==> src/rtl/switch_led_toggle_db.sv <==
// Multi-channel switch debouncer with per-channel LED toggle.
// Each raw switch is double-synchronised, debounced by a hold counter, and toggles its LED on the chosen edge.
module switch_led_toggle_db #(
    parameter int                NUM_CH          = 4,
    parameter int                DEBOUNCE_LIMIT  = 250000,
    parameter int                TOGGLE_ON_PRESS = 0,
    parameter logic [NUM_CH-1:0] LED_INIT        = '0
) (
    input  logic              i_Clk,
    input  logic              i_Rst_L,
    input  logic [NUM_CH-1:0] i_Switch,
    input  logic              i_Clear,
    output logic [NUM_CH-1:0] o_LED,
    output logic [NUM_CH-1:0] o_Switch_Db,
    output logic [NUM_CH-1:0] o_Edge_Pulse
);
    localparam int              CW      = $clog2(DEBOUNCE_LIMIT + 1);
    localparam logic [CW-1:0]   CNT_MAX = CW'(DEBOUNCE_LIMIT - 1);
    localparam logic            QUAL_LVL = (TOGGLE_ON_PRESS != 0);

    for (genvar g = 0; g < NUM_CH; g++) begin : g_ch
        logic          r_sync1, r_sync2, r_stable, r_pulse, r_led;
        logic [CW-1:0] r_count;
        logic          w_commit, w_qual;

        // Commit once the new level has been seen for DEBOUNCE_LIMIT consecutive cycles.
        assign w_commit = (r_sync2 != r_stable) && (r_count == CNT_MAX);
        assign w_qual   = w_commit && (r_sync2 == QUAL_LVL);

        always_ff @(posedge i_Clk or negedge i_Rst_L) begin
            if (!i_Rst_L) begin
                r_sync1  <= 1'b0;
                r_sync2  <= 1'b0;
                r_stable <= 1'b0;
                r_count  <= '0;
                r_pulse  <= 1'b0;
                r_led    <= LED_INIT[g];
            end else begin
                r_sync1 <= i_Switch[g];
                r_sync2 <= r_sync1;
                r_pulse <= w_qual;
                if (r_sync2 == r_stable) begin
                    r_count <= '0;
                end else if (w_commit) begin
                    r_stable <= r_sync2;
                    r_count  <= '0;
                end else begin
                    r_count <= r_count + CW'(1);
                end
                // Clear wins over a toggle landing on the same edge.
                if (i_Clear)
                    r_led <= 1'b0;
                else if (w_qual)
                    r_led <= ~r_led;
            end
        end

        assign o_LED[g]        = r_led;
        assign o_Switch_Db[g]  = r_stable;
        assign o_Edge_Pulse[g] = r_pulse;
    end
endmodule

==> config.mk <==
export PLATFORM = sky130hd
export DESIGN_NAME = switch_led_toggle_db
export DESIGN_NICKNAME = d
export VERILOG_FILES = /design/src/rtl/switch_led_toggle_db.sv
export SDC_FILE = /design/constraint.sdc
export NUM_CORES = 1
export LEC_CHECK = 0
export CORE_ASPECT_RATIO = 1.4
export CORE_MARGIN = 1.5
export CORE_UTILIZATION = 45
export DETAILED_ROUTE_END_ITERATION = 16
export PLACE_DENSITY = 0.66
export SLEW_MARGIN = 0
export SYNTH_ARGS = -nofsm -noshare
export SYNTH_HDL_FRONTEND = slang
export SYNTH_SLANG_ARGS = --single-unit
==> constraint.sdc <==
create_clock -name i_Clk -period 6 [get_ports i_Clk]
set_clock_uncertainty 0.1 [all_clocks]
set_input_delay 1.8 -clock i_Clk [delete_from_list [all_inputs] [get_ports i_Clk]]
set_output_delay 1.8 -clock i_Clk [all_outputs]
set_load 0.1 [all_outputs]
Yosys cells after proc, flatten, opt, wreduce, memory -nomap -nowiden. Cells that the tools add are included.

Add/subtract/negate cells: 4. Reductions and logical operators: 16. Mux-type cells: 16. Bitwise operators: 12. Equality and inequality tests: 12.

Operators by type and width (number): $mux 18 (8); $add 18x1->18 const B (4); $eq 18x18->1 const B (4); $not 1->1 (12); $logic_and 1x1->1 (8); $mux 1 (8); $reduce_and 2->1 (4); $reduce_bool 2->1 (4); $eq 1x1->1 (4); $ne 1x1->1 (4).

Flip-flop bits (word level): 92. Input bits: 7. Logic and storage cells: 84. Output and inout port bits: 12.

Longest topological paths before layout. Gate-level depths: netlist of the first run.

Depth after elaboration: 5. Gate-level depth with buffers: 6. Depth with buffers taken out: 5.

Least setup slack after synthesis of the first run. No wires, ideal clock.

Path type: register -> output. Start point: register g_ch[0].r_stable. End point: output port o_Switch_Db[0]. Path buffers: 1. Data arrival time: 0.662 ns. Required time: 4.100 ns. Slack: 3.438 ns. Cell stages (with the launch flop): 2. Cell sequence: dfrtp_1 > buf_4.

RTL lines: from (decl) (line 22) `logic r_sync1, r_sync2, r_stable, r_pulse, r_led;`; from (signal assigned) (line 45) `r_stable <= r_sync2;`; to (decl) (line 14) `output logic [NUM_CH-1:0] o_Switch_Db,`.

No word-level cell between the ends.

Worst setup path after layout of the first run.
Start point: register g_ch[0].r_stable. End point: output port o_Switch_Db[0].

No word-level cell between the ends.

==> results of run 1 <==
==> how the worst min path moves through the flow <==
stage / to / from / depth (start not counted) / slack [ps]
final: g_ch[3].r_sync2 / g_ch[3].r_sync1 / 0 / 250
after CTS: g_ch[3].r_sync2 / g_ch[3].r_sync1 / 0 / 260
after floorplan: g_ch[0].r_sync2 / g_ch[0].r_sync1 / 0 / 230
after detailed placement: g_ch[0].r_sync2 / g_ch[0].r_sync1 / 0 / 240
after global placement: g_ch[2].r_sync2 / g_ch[2].r_sync1 / 0 / 230
after global routing: g_ch[0].r_sync2 / g_ch[0].r_sync1 / 0 / 270
==> cell type report <==
class / instances / area (um2) / area share
clock inverter: 3 / 43.8 / 0.00885
inverter: 10 / 37.5 / 0.00759
clock buffer: 12 / 256 / 0.0518
timing repair buffer: 20 / 193 / 0.0389
tap: 132 / 165 / 0.0334
sequential: 92 / 2300 / 0.465
multi-input combinational: 309 / 1950 / 0.394
==> flip-flops by register name, indices dropped and copies added, names as in the netlist <==
signal,cells
g_ch.r_pulse,4
g_ch.r_sync1,4
g_ch.r_led,4
g_ch.r_stable,4
g_ch.r_sync2,4
g_ch.r_count,72
==> cell usage in the layout, fill, tap and decap left out, drive strengths merged, types with 2 or more instances in the layout <==
master,synthesis,routed
xor2,20,20
o21ai,7,7
a21oi,8,8
nand4,20,20
o31ai,5,5
clkdlybuf4s50,0,17
and3,3,3
dfrtp,92,92
nand3,30,30
clkbuf,5,12
or4b,3,3
or4,10,10
nand2,17,17
nor2b,3,3
xnor2,42,42
or3,3,3
nor4,17,17
inv,10,11
or2,2,2
nor2,79,79
nor3,12,12
nor4b,4,4
buf,14,3
mux2,6,6
nand2b,2,2
and4,5,5
ha,4,4
and2,2,2
==> report_power, final <==
group	switching (uW)	internal [uW]	total (uW)	leakage (uW)
logic	26.1	11.7	37.8	0.000558
registers	8.72	630	638	0.00126
clock network	225	344	569	0.000149
total	260	986	1250	0.00196
==> cell families (layout without fill, tap and decap cells) <==
logic type               count (synthesis)  count (layout)  share of synthesized area
flip-flops                              92              92                      0.522
multiplexers                             6               6                     0.0162
buffers and inverters                   29              45                     0.0366
AO/OA/AOI/OAI                           20              20                     0.0289
AND/OR/NAND/NOR                        217             217                      0.262
adder cells (fa/ha/maj)                  4               4                     0.0113
XOR/XNOR                                62              62                      0.123
==> stage by stage <==
step	power [uW]	setup WS, ps	util	std cells	area [um2]
6_report	1250	2210	0.520	578	4950
5_1_grt	1290	2150	0.520	578	4950
3_5_place_dp	689	2570	0.489	563	4650
4_1_cts	1260	2190	0.520	578	4950
3_3_place_gp	688	2580	0.489	563	4650
2_1_floorplan	666	3440	-	430	4410
==> cells in the mapped netlist, types with 2 or more instances <==
library cell  number
buf_4             14
nand2_1           17
nor4_1            17
or2_2              2
and4_1             5
xor2_1            20
nand2b_1           2
or4_4              2
nand3_1           30
and2_1             2
or4b_1             2
xnor2_1           42
dfrtp_1           92
a21oi_1            8
o21ai_0            3
o31ai_1            5
inv_1             10
nor3_1            12
mux2_2             5
nor4b_1            2
ha_1               4
or3_1              3
o21ai_1            2
nor2_1            79
nand4_1           20
and3_1             3
nor2b_1            3
or4_1              8
nor4b_4            2
clkbuf_1           5
==> metal layers <==
layer  track usage  part of all wire  up-vias
met5             0                 0        -
met4        0.0635             0.015        0
met3        0.0334             0.024       11
met2         0.278              0.50       34
met1         0.234              0.46     1535
li1              -                 -     1513
==> run metrics, run 1 <==
Die X=86.7 um; core box area=0.00951 mm2; clk slew on worst S/H paths=60 ps; Tmin final=3790 ps; global-route wire length before repair=14300 um; DR iter-0 viols=154; RSZ-0062 raised after global routing=no; Post-synth top flop=dfrtp_1; crit-path max FO=4; clk_lat worst skew=330 ps; Hold Path Class=flop to flop; All-Layer GR Usage=0.174; EDFF count, synth=0; deepest clock path buffer count=2; Slew HR=0.209; Mean Syn Cell Area=10.3 um2; TritonCTS clock tree=done; Synth area leaders=dfrtp_1 (52%), xnor2_1 (8.3%), nor2_1 (6.7%), xor2_1 (4.0%), nand3_1 (3.4%); Setup crit end=o_Switch_Db[0]; endpoints failing hold=0; # port buffers=18; Setup crit end kind=output pin; share of cells above drive strength 1=0.0717; Routed WL=7910 um; Fin Hold WS=255 ps; fin crit share=0.632; Leak=0.00196 uW; CP max stage delay=1150 ps; crit path DAT=1890 ps; GP Congestion=0.839; buffer and inverter count on the worst path=1; setup TNS=0 ps; crit-path cells=clkdlybuf4s50_1; Post-CTS Hold Buffers=0; Post-CTS Setup Inserts=0; fillcell total=872; total number of vias=3093; area delta synth->final=12.1%; top-area cell type share of the netlist area=0.522; DP HPWL=5380 um; I/O pin cnt=19; H-tree levels=3; CP required=4100 ps; worst r2r dst=g_ch[2].r_count[13]; cell taking the most area after synthesis=dfrtp_1; Reg2Reg Depth=5; Slowest cell on crit path=clkdlybuf4s50_1; CP Class=flop to output pin; max-slew violations=0; vias in the first global route=3107; number of remaining DRC errors=0; Mapped Nets=441; Row Count=42; Crit path max-delay family=buffers and inverters; layout net count=453; antenna violations before repair=0; total grt overflow=0; WL/cell=13.7 um; fraction of registers with async set/reset=1.00; Crit path depth=1; post-cts resize count=0; worst slew pin tran=1180 ps; Synth Instances=430; Die H=120 um; RR Startpoint=g_ch[2].r_count[0]; run status=finished clean; TritonCTS buffer count=9; n_diodes=0; Critical Path Start Type=flop; DRT antenna net count=0; vias per cell=5.35; power density over the cells=252 mW/mm2; DRT Pass-1 Iters=4; CP startpoint=g_ch[0].r_stable; sequential area share after synthesis=0.522; f_max=264 MHz; TritonCTS Sinks=92; synthesized area=0.00441 mm2; number of synthesized register bits=92; pin count of the biggest net entering global routing=52; CTS Root Cell=clkbuf_16; worst vdd ir=0.218 mV; Setup violations, final=0; Cell variety after synth=39; Max-cap violations=0; Ys Warns=0; Starting Density=0.464; DIE AREA=0.0104 mm2; setup slack, reg-to-reg=3320 ps
Power figures use the tool's default switching activity.
==> run 2: changes to the inputs <==
==> constraint.sdc (replaced) <==
create_clock -name i_Clk -period 3.9 [get_ports i_Clk]
set_clock_uncertainty 0.1 [all_clocks]
set_input_delay 1.17 -clock i_Clk [delete_from_list [all_inputs] [get_ports i_Clk]]
set_output_delay 1.17 -clock i_Clk [all_outputs]
set_load 0.1 [all_outputs]
==> run metrics, run 2 (synthesis results as in run 1) <==
DR iter-0 viols=173 (+12%); RSZ-0062 raised after global routing=no; antenna violations before repair=0 (unchanged); CP required=4000 ps (-100 ps); Reg2Reg Depth=4 (-1); Finished Core Util=0.518 (-0.00197); global-route wire length before repair=14100 um (-1.7%); placed cell count=564 (+0.18%); WHS Path Cells=0 (unchanged); Finished Layout Cells=580 (+0.35%); # port buffers=18 (unchanged); Post-CTS Hold Buffers=0 (unchanged); Setup violations, final=0 (unchanged); core box area=0.00951 mm2 (unchanged); run status=finished clean; I/O pin cnt=19 (unchanged); power density over the cells=387 mW/mm2 (+54%); TritonCTS clock tree=done; vias per cell=5.35 (about the same); clk slew on worst S/H paths=60 ps (about the same); Tmin final=2450 ps; most frequent cells in the layout=dfrtp_1 (92), nor2_1 (79), xnor2_1 (42), nand3_1 (30); max-slew violations=0 (unchanged); area delta synth->final=11.7%; Die H=120 um (unchanged); post-cts resize count=0 (unchanged); total grt overflow=0 (unchanged); Slew HR=0.520 (+0.311); TritonCTS Sinks=92 (unchanged); DRT Pass-1 Iters=4 (unchanged); deepest clock path buffer count=2 (unchanged); worst slew pin tran=721 ps (-459 ps); crit-path cells=or4b_1 > or4_4 > o21ai_2 > nor2_1; Fin Hold WS=246 ps (-8.76 ps); Leak=0.00200 uW (+1.6%); fin crit share=0.629; f_max=407 MHz; WL/cell=13.8 um (+1.1%); max FFs per register=72 (unchanged); setup slack, reg-to-reg=1450 ps (-1870 ps); placed cell areas=0.00464 mm2 (-0.22%); Hold Path Sink=g_ch[3].r_sync2; Hold Path Class=flop to flop; RR Startpoint=g_ch[0].r_count[13]; CP max stage delay=590 ps (-560 ps); Setup crit end kind=flop; most common cell after layout, fill and taps aside=dfrtp_1; crit path DAT=2550 ps (+660 ps); fin area=0.00493 mm2 (-0.38%); CTS Root Cell=clkbuf_16; Post-CTS Setup Inserts=0 (unchanged); setup TNS=0 ps (unchanged); n_diodes=0 (unchanged); worst r2r dst=g_ch[0].r_count[11]; crit-path max FO=18 (+14); worst vdd ir=0.202 mV (-7.4%); TritonCTS buffer count=9 (unchanged); All-Layer GR Usage=0.173 (-0.000573); Die X=86.7 um (unchanged); layout net count=454 (+0.22%); CP Class=flop to flop; Slowest cell on crit path=o21ai_2; DRT antenna net count=0 (unchanged); H-tree levels=3 (unchanged); number of remaining DRC errors=0 (unchanged); DIE AREA=0.0104 mm2 (unchanged); share of cells above drive strength 1=0.103 (+0.0309); endpoints failing hold=0 (unchanged); Max-cap violations=0 (unchanged); Critical Path Start Type=flop; Starting Density=0.464 (unchanged); hold_sp=g_ch[3].r_sync1; pin count of the biggest net entering global routing=55 (+5.8%); GP Congestion=0.822 (-2.1%); total number of vias=3103 (+0.32%); Routed WL=8030 um (+1.5%); clk_lat worst skew=340 ps (about the same); Row Count=42 (unchanged); DP HPWL=5470 um (+1.6%); Most flops, register=g_ch.r_count; vias in the first global route=3032 (-2.4%)
## run 2: cell count changes in the layout (fill, tap and decap cells not counted)
cell             delta
buf_4              +12
clkdlybuf4s50_1    -12
clkbuf_8            -2
clkinv_2            +2
buf_12              +1
inv_6               +1
## run 2: where the power goes
group | internal [uW] | switching, uW | total [uW]
logic | 20.1 | 40.1 | 60.2
clock network | 498 | 367 | 865
registers | 968 | 13.9 | 982
total | 1490 | 421 | 1910
## run 2: final cells by class
class,instances,area [um2]
clock buffer,10,229
inverter,10,37.5
clock inverter,6,62.6
fill,861,4580
tap,132,165
multi-input combinational,309,1950
sequential,92,2300
timing repair buffer,21,183
## run 2: worst max-delay path, delay by kind of cell, from the launching register on
kind             cells  cell delay (ps)
AO/OA/AOI/OAI        1              590
flip-flops           1              420
AND/OR/NAND/NOR      3             1200
## run 2: layer usage
layer / up-vias / track usage / wire [um]
met5: - / 0 / 0
met4: 0 / 0.0806 / 175
met1: 1529 / 0.218 / 3600
met2: 38 / 0.281 / 4010
met3: 14 / 0.0382 / 239
li1: 1522 / - / -
## run 2: worst max path at each step
stage / startpoint / endpoint / slack (ps) / depth (start not counted)
floorplan: g_ch[3].r_count[13] / g_ch[3].r_led / 1630 / 4
global placement: g_ch[0].r_count[13] / g_ch[0].r_count[11] / 1470 / 4
detailed placement: g_ch[0].r_count[13] / g_ch[0].r_count[11] / 1450 / 4
CTS: g_ch[0].r_count[13] / g_ch[0].r_count[11] / 1440 / 4
global route: g_ch[2].r_count[0] / g_ch[2].r_count[2] / 1210 / 6
finish: g_ch[0].r_count[13] / g_ch[0].r_count[11] / 1450 / 4
## run 2: stage by stage
stage | worst slack [ps] | power (uW)
detailed placement | 1450 | 1060
global route | 1210 | 1980
floorplan | 1630 | 1030
global placement | 1470 | 1060
CTS | 1440 | 1930
finish | 1450 | 1910
==> run 3: changes to the inputs <==
--- a/config.mk
+++ b/config.mk
@@ -9,7 +9,7 @@
 export CORE_MARGIN = 1.5
 export CORE_UTILIZATION = 45
 export DETAILED_ROUTE_END_ITERATION = 16
-export PLACE_DENSITY = 0.66
+export PLACE_DENSITY = 0.69
 export SLEW_MARGIN = 0
 export SYNTH_ARGS = -nofsm -noshare
 export SYNTH_HDL_FRONTEND = slang
==> constraint.sdc (replaced) <==
create_clock -name i_Clk -period 2.2 [get_ports i_Clk]
set_clock_uncertainty 0.1 [all_clocks]
set_input_delay 0.66 -clock i_Clk [delete_from_list [all_inputs] [get_ports i_Clk]]
set_output_delay 0.66 -clock i_Clk [all_outputs]
set_load 0.1 [all_outputs]
==> run metrics, run 3 (synthesis results as in run 1) <==
run status=finished with violations; failing checks=setup timing; number of remaining DRC errors=0 (unchanged); GP Congestion=0.905 (+10%); crit path DAT=2410 ps (-140 ps); worst vdd ir=0.423 mV (+110%); worst slew pin tran=515 ps (-206 ps); Finished Core Util=0.578 (+0.0593); pin count of the biggest net entering global routing=40 (-27%); TritonCTS Sinks=92 (unchanged); clk slew on worst S/H paths=70 ps (about the same); fin area=0.00549 mm2 (+11%); worst r2r dst=g_ch[3].r_led; max FFs per register=72 (unchanged); global-route wire length before repair=15200 um (+8.0%); Leak=0.00223 uW (+12%); CP max stage delay=560 ps (-30 ps); Finished Layout Cells=618 (+6.6%); area delta synth->final=24.5%; core box area=0.00951 mm2 (unchanged); placed cell count=598 (+6.0%); Fin Hold WS=51.9 ps (-194 ps); H-tree levels=3 (unchanged); Reg2Reg Depth=4 (unchanged); f_max=438 MHz (+7.5%); Setup crit end kind=flop; I/O pin cnt=19 (unchanged); All-Layer GR Usage=0.187 (+0.0143); RSZ-0062 raised after global routing=yes; Slowest cell on crit path=or4_4; final worst slack=-81.8 ps (-1530 ps); CTS Root Cell=clkbuf_16; TritonCTS buffer count=9 (unchanged); clk_lat worst skew=350 ps (about the same); WL/cell=14.3 um (+3.4%); DRT antenna net count=0 (unchanged); deepest clock path buffer count=2 (unchanged); buffer and inverter count on the worst path=0 (unchanged); endpoints failing hold=0 (unchanged); DP HPWL=5970 um (+9.2%); antenna violations before repair=0 (unchanged); RR Startpoint=g_ch[3].r_count[9]; crit-path max FO=3 (-15); DRT Pass-1 Iters=4 (unchanged); Die X=86.7 um (unchanged); Max-cap violations=0 (unchanged); Pwr Total=3500 uW (+84%); DR iter-0 viols=172 (-0.58%); Setup violations, final=21 (+21); Tmin final=2280 ps (-172 ps); crit-path cells=or4_1 > or4_4 > nor4b_4 > mux2_4; DIE AREA=0.0104 mm2 (unchanged); Starting Density=0.464 (unchanged); Crit path depth=4 (unchanged); placed cell areas=0.00506 mm2 (+9.0%); Post-CTS Hold Buffers=0 (unchanged); layout net count=492 (+8.4%); most common cell after layout, fill and taps aside=dfrtp_1; total grt overflow=0 (unchanged); TritonCTS clock tree=done; total number of vias=3296 (+6.2%); n_diodes=0 (unchanged); Most flops, register=g_ch.r_count; Slew HR=0.652 (+0.132); # port buffers=18 (unchanged); Die H=120 um (unchanged); Crit path max-delay family=simple AND/OR/NAND/NOR gates; CP required=2330 ps (-1670 ps); max-slew violations=0 (unchanged); setup slack, reg-to-reg=-80 ps (-1530 ps); Routed WL=8850 um (+10%); share of cells above drive strength 1=0.202 (+0.0990); vias in the first global route=3365 (+11%); Row Count=42 (unchanged); fin crit share=1.04 (+0.408); power density over the cells=637 mW/mm2 (+65%); Hold Path Class=input port to asynchronous set/reset pin; most frequent cells in the layout=dfrtp_1 (92), nor2_1 (68), xnor2_1 (42), buf_4 (36), nand3_1 (30); CP Class=flop to flop; Critical Path Start Type=flop; vias per cell=5.33 (-0.31%)
-- run 3: metal layers --
metal | share of wire | wire [um] | GRT usage | up-vias
met5 | 0 | 0 | 0 | -
li1 | - | - | - | 1600
met1 | 0.43 | 3810 | 0.232 | 1628
met4 | 0.015 | 137 | 0.0938 | 0
met3 | 0.034 | 300 | 0.0444 | 8
met2 | 0.52 | 4600 | 0.305 | 60
-- run 3: cell type report --
class	instances	area [um2]
Clock inverter	6	76.3
Tap cell	132	165
Multi-Input combinational cell	309	2030
Sequential cell	92	2300
Inverter	10	37.5
Fill cell	786	4020
Timing Repair Buffer	59	646
Clock buffer	10	239
-- run 3: power by group --
part	internal [uW]	total (uW)	switching (uW)
combinational	51.2	130	79.3
clock	936	1630	693
sequential	1720	1740	25.1
total	2700	3500	797
-- run 3: worst max-delay path by stage --
stage,endpoint,from,slack [ps]
floorplan,g_ch[3].r_led,g_ch[3].r_count[10],-50
global placement,g_ch[0].r_led,g_ch[0].r_count[13],-20
detailed placement,g_ch[0].r_led,g_ch[0].r_count[13],-70
CTS,g_ch[0].r_led,g_ch[0].r_count[11],-80
global route,g_ch[3].r_led,g_ch[3].r_count[9],-160
finish,g_ch[3].r_led,g_ch[3].r_count[9],-80
-- run 3: through the flow --
stage | worst slack [ps] | setup TNS [ps]
2_1_floorplan | -52.2 | -103
3_3_place_gp | -21.9 | -31.7
3_5_place_dp | -67.6 | -191
4_1_cts | -79.0 | -177
5_1_grt | -155 | -3370
6_report | -81.8 | -1200
-- run 3: what timing repair did --
| action | CTS | global route |
|---|---|---|
| pin swaps | 3 | 11 |
| gates cloned | 0 | 2 |
| gates resized for setup | 2 | 25 |
| setup buffers | 0 | 2 |
| hold endpoints to repair | 0 | 0 |
| endpoints found under the setup margin | 11 | 40 |
